### config.mk
export PLATFORM = sky130hd
export DESIGN_NAME = fetch_stage
export DESIGN_NICKNAME = d
export VERILOG_FILES = /design/src/rtl/fetch_pkg.sv /design/src/rtl/fetch_ifid_reg.sv /design/src/rtl/fetch_stage.sv
export SDC_FILE = /design/constraint.sdc
export NUM_CORES = 1
export LEC_CHECK = 0
export CAP_MARGIN = 10
export CORE_MARGIN = 4
export CORE_UTILIZATION = 52
export CTS_BUF_LIST = sky130_fd_sc_hd__clkbuf_4 sky130_fd_sc_hd__clkbuf_8
export DETAILED_ROUTE_END_ITERATION = 8
export PLACE_DENSITY = 0.88
export SETUP_SLACK_MARGIN = 0.1
export SKIP_CTS_REPAIR_TIMING = 1
export SYNTH_ARGS = -nofsm -noshare
export SYNTH_HDL_FRONTEND = slang
export SYNTH_HIERARCHICAL = 1
export SYNTH_SLANG_ARGS = --single-unit
### constraint.sdc
create_clock -name clk -period 3.3 [get_ports clk]
set_input_delay 0.66 -clock clk [delete_from_list [all_inputs] [get_ports clk]]
set_output_delay 0.66 -clock clk [all_outputs]
set_load 0.01 [all_outputs]
### src/rtl/fetch_pkg.sv
// rtl/fetch_pkg.sv - shared widths and the IF/ID register layout for the fetch stage
package fetch_pkg;

  localparam int ADDR_W  = 12;
  localparam int INSTR_W = 19;
  localparam int CNT_W   = 16;

  localparam logic [INSTR_W-1:0] NOP_INSTR = '0;

  typedef struct packed {
    logic [INSTR_W-1:0] instr;
    logic [ADDR_W-1:0]  pc;
    logic [ADDR_W-1:0]  pc_plus1;
    logic               valid;
  } ifid_t;

endpackage

### src/rtl/fetch_ifid_reg.sv
// rtl/fetch_ifid_reg.sv - IF/ID pipeline register with load and valid-clear controls
module ifid_reg
  import fetch_pkg::*;
(
  input  logic  clk,
  input  logic  rst,
  input  logic  load,
  input  logic  clear_valid,
  input  ifid_t d,
  output ifid_t q
);

  // A load always wins; clear_valid only squashes a held entry into a bubble.
  always_ff @(posedge clk or negedge rst) begin
    if (!rst) begin
      q <= '{instr: NOP_INSTR, pc: '0, pc_plus1: '0, valid: 1'b0};
    end else if (load) begin
      q <= d;
    end else if (clear_valid) begin
      q.valid <= 1'b0;
    end
  end

endmodule

### src/rtl/fetch_stage.sv
// rtl/fetch_stage.sv - program counter, next-PC selection, IF/ID capture and fetch counter
module fetch_stage
  import fetch_pkg::*;
#(
  parameter int                     ADDR_W   = fetch_pkg::ADDR_W,
  parameter int                     INSTR_W  = fetch_pkg::INSTR_W,
  parameter logic [ADDR_W-1:0]      RESET_PC = '0,
  parameter int                     CNT_W    = fetch_pkg::CNT_W
) (
  input  logic               clk,
  input  logic               rst,
  input  logic               stall,
  input  logic               flush,
  input  logic               redirect,
  input  logic [ADDR_W-1:0]  redirect_pc,
  output logic [ADDR_W-1:0]  imem_addr,
  input  logic [INSTR_W-1:0] imem_instr,
  output logic [INSTR_W-1:0] id_instr,
  output logic [ADDR_W-1:0]  id_pc,
  output logic [ADDR_W-1:0]  id_pc_plus1,
  output logic               id_valid,
  output logic [CNT_W-1:0]   fetch_count
);

  logic [ADDR_W-1:0] pc;
  logic [ADDR_W-1:0] pc_inc;
  logic              load;
  logic              clear_valid;
  logic              count_en;
  ifid_t             ifid_d;
  ifid_t             ifid_q;

  assign pc_inc = pc + 1'b1;

  // Redirect outranks stall; both stop the IF/ID load, and redirect always squashes.
  always_comb begin
    load        = !redirect && !stall;
    clear_valid = redirect || flush;
    count_en    = load && !flush;
    ifid_d      = '{instr: imem_instr, pc: pc, pc_plus1: pc_inc, valid: !flush};
  end

  always_ff @(posedge clk or negedge rst) begin
    if (!rst) begin
      pc <= RESET_PC;
    end else if (redirect) begin
      pc <= redirect_pc;
    end else if (!stall) begin
      pc <= pc_inc;
    end
  end

  always_ff @(posedge clk or negedge rst) begin
    if (!rst) begin
      fetch_count <= '0;
    end else if (count_en && (fetch_count != '1)) begin
      fetch_count <= fetch_count + 1'b1;
    end
  end

  ifid_reg u_ifid_reg (
    .clk         (clk),
    .rst         (rst),
    .load        (load),
    .clear_valid (clear_valid),
    .d           (ifid_d),
    .q           (ifid_q)
  );

  assign imem_addr   = pc;
  assign id_instr    = ifid_q.instr;
  assign id_pc       = ifid_q.pc;
  assign id_pc_plus1 = ifid_q.pc_plus1;
  assign id_valid    = ifid_q.valid;

endmodule

* After elaboration in Yosys (flattened, before gate mapping)
Cells that the tools add are included.
** Storage, ports and cells
- RAM bits :: 0
- Output and inout bits :: 72
- ROM bits :: 0
- Memories :: 0
- Bits in latches :: 0
- Register bits :: 72
- Input bits :: 36
- Word-level logic and storage cells :: 22
** Operators by class
- $add $sub $neg :: 2
- Shift-type cells :: 0
- Equality and inequality tests :: 2
- Reductions and logical operators :: 8
- Div/mod/pow operators :: 0
- Magnitude comparators :: 0
- Mux-type cells :: 4
- Multipliers :: 0
- Bitwise logic cells :: 0
** Operators by type and width (number)
- 2-to-1 mux 12 bit :: 2
- adder 16 x 1 -> 16 bit (second input constant) :: 1
- != test 16 bit (second input constant) :: 1
- adder 12 x 1 -> 12 bit (second input constant) :: 1
- logical AND 1 bit :: 3
- zero test 1 bit :: 3
- 2-to-1 mux 1 bit :: 2
- != test 2 x 1 -> 1 bit (second input constant) :: 1
- nonzero test 2 bit :: 1
- logical OR 1 bit :: 1

* Longest topological paths before layout
- Word-level depth :: 4
- Gate-level depth with buffers :: 7

* Hierarchy
The synthesis kept the hierarchy.
** Modules (own cells, without submodules)
- ifid_reg :: times used 1, cells each 94, area each 1831.8 sq um
- fetch_stage :: times used 1, cells each 180, area each 1685.4 sq um

* Least setup slack after synthesis
Ideal clock, no wire load.
- Path type :: input-to-reg
- Start :: in redirect
- End :: reg fetch_count[15]
- Data arrival time :: 2.264 ns
- Stages :: 6
- Setup time :: 0.079 ns
- Slack :: 0.957 ns
- Path through :: buf_6 -> or3_4 -> buf_6 -> or4_4 -> nor4_1 -> xor2_1
** Between the ends
- Cells in the longest elaborated chain, start to end :: 4
** RTL lines
- start: declaration :: line fetch_stage.sv:14 : input logic redirect,
- zero test 1 bit :: line fetch_stage.sv:37 : load = !redirect && !stall;
- logical AND 1 bit :: line fetch_stage.sv:37
- logical AND 1 bit :: line fetch_stage.sv:39 : count_en = load && !flush;
- logical AND 1 bit :: line fetch_stage.sv:56 : end else if (count_en && (fetch_count != '1)) begin
- end signal: assignment :: line fetch_stage.sv:57 : fetch_count <= fetch_count + 1'b1;
- end: declaration :: line fetch_stage.sv:22 : output logic [CNT_W-1:0] fetch_count
No other way between the ends.
A chain may end at the register's enable or synchronous reset.

* Worst setup path after layout
Same ends and word-level chain as after synthesis.

==> qor.csv <==
metric,value,unit
cts.sinks,72,
status,finished clean,
cts_tree,built,
rows,29,
ys_ff_latch,72,
post-route-drc-count,0,
firstDrtPassIters,4,
drv_cap,0,
placed_cells,437,
p_leak,2.04,nW
yosysWarnings,6,
grt_pass1_vias,2726,
hold_viol_final,0,
clockBufferDepth,2,
synthDistinctLibCells,32,
peakVddDrop,0.000354,V
hp-class,input pin to async pin,
fin_nets,409,
maxSlewViolCount,0,
syn_area_per_cell,12.8,µm²
register_area,1800,µm²
required,3560,ps
synth_area,3520,µm²
multi_input_area,1490,µm²
fin_crit,2370,ps
drive_above_1_share,0.194,
synthArstFlopShare,1.00,
initial_core_util,0.545,
rsz0062_at_grt,false,
die_y,90.2,µm
syn_nets,312,
place_congestion,0.828,
postRouteAntennaNets,0,
wl_per_cell,17.9,µm
synth_area_leaders,"dfrtp_1 (51%), mux2_4 (16%), xor2_1 (4.7%)",
synthCells,274,
io_pins,108,
antenna_found_initial,0,
overflow,0,
synthTopCellsByCount,"dfrtp_1 (72), mux2_4 (38), nand2_1 (22)",
yosysMostFrequentCell,dfrtp_1,
gr-usage-all-layers,0.206,
power.density,569,nW/µm²
clk_pin_slew,80,ps
htreeDepth,3,
cp_data_arrival_time,2630,ps
synth-edff-count,0,
antenna_cells,0,
grt_pass1_wl,13600,µm
drt-total-wl,8100,µm
skew,10.9,ps
clkLatencyLatePin,330,ps
dp_hpwl,5680,µm
synthToLayoutAreaGrowth,35.2,%
routed_via_density,5.37,
cp-end-kind,flip-flop,
dieArea,8140,µm²
fp.dieW,90.2,µm
ff2ff_setup_slack,1230,ps
netlist.area_leader.share,0.512,
core_area,6460,µm²
worst_pin_slew,769,ps
fin_cells,453,
n_fill_cell,445,
vias,2432,
fin_crit_sh,0.719,
grt_max_degree,43,
setup_viol,0,
clock-root-buffer,clkbuf_8,
crit_fanout,10,
ys_dominant_reg_cell,dfrtp_1,
criticalPathCategory,input pin to flip-flop,
startpoint_type,input pin,
yosysTopAreaCell,dfrtp_1,
drt_iter0_markers,77,
fin_tns_setup,0,ps
cts-buffers-inserted,9,
seq_area_frac_synth,0.512,
slew-limit-headroom,0.487,
portBuffers,107,
fmaxAchievable,422,MHz
-- layout make-up --
type / instances / area share
flip-flops and latches: 72 / 0.379
multi-input cells: 175 / 0.313
repair buffers: 111 / 0.236
clock buffers: 10 / 0.0276
clock inverters: 6 / 0.0226
well taps: 77 / 0.0203
inverters: 2 / 0.00158
-- per-stage QoR --
step | setup WS, ps | area [µm²] | hold WS, ps | utilization | power [W]
floorplan | 957 | 3520 | 364 | - | 0.00150
global placement | 645 | 4520 | 485 | 0.699 | 0.00186
detailed placement | 588 | 4520 | 492 | 0.699 | 0.00189
CTS | 947 | 4750 | 403 | 0.736 | 0.00273
global route | 823 | 4750 | 449 | 0.736 | 0.00283
finish | 928 | 4750 | 397 | 0.736 | 0.00271
-- layer usage --
metal	share of wire	routed length (µm)	track usage
met1	0.42	3370	0.251
met5	0	0	0
met2	0.49	3970	0.340
met4	0.018	142	0.0804
met3	0.075	611	0.0668
-- path summary, 6_finish.rpt --
check,from,end,depth (start not counted)
setup reg to reg,fetch_count[0],fetch_count[1],5
hold / removal,rst,u_ifid_reg/q[13],1
setup / recovery,redirect,fetch_count[15],5
hold reg to reg,fetch_count[11],fetch_count[11],1
max in group asynchronous,rst,u_ifid_reg/q[32],2
min in group clk,fetch_count[11],fetch_count[11],1
-- worst max-delay path, cell delays in order --
cell and delay, ps:
clkdlybuf4s50_1 420, or3_4 460, or4_4 560, nor4_1 340, xor2_1 180
-- cells in the final DEF, fill, tap and decap left out, types with 4 or more instances in the layout --
| cell | synthesis | routed |
|---|---|---|
| xor2_1 | 19 | 19 |
| nor2_1 | 11 | 10 |
| clkbuf_8 | 0 | 9 |
| clkdlybuf4s50_1 | 0 | 106 |
| dfrtp_1 | 72 | 72 |
| nand4_1 | 7 | 7 |
| mux2_4 | 38 | 38 |
| or2_2 | 4 | 4 |
| nand2_1 | 22 | 22 |
| nand3_1 | 9 | 9 |
| o21ai_0 | 12 | 12 |
| xnor2_1 | 16 | 16 |
| nor3_1 | 9 | 9 |
| nor4_1 | 4 | 4 |
| mux2_2 | 6 | 6 |
-- registers in the layout (all words and copies together) (netlist names) --
signal	count
imem_addr	12
fetch_count	16
u_ifid_reg/q	44
-- report_power, final --
group          switching [W]  leakage (nW)  internal, W
Clock               0.000326         0.120     0.000508
Combinational       0.000257          1.04     0.000457
Sequential          0.000134         0.887      0.00102
-- cell families (layout without fill, tap and decap cells) --
group / count (synthesis) / count (layout) / synth area share
and+or+nand+nor: 79 / 79 / 0.120
DFF: 72 / 72 / 0.512
muxes: 46 / 46 / 0.187
xor gates and xnor gates: 35 / 35 / 0.0872
buffers and inverters: 27 / 129 / 0.0665
AOI/OAI and AO/OA: 13 / 13 / 0.0196
adders and majority gates: 2 / 2 / 0.00711
(Power assumes the default switching activity.)
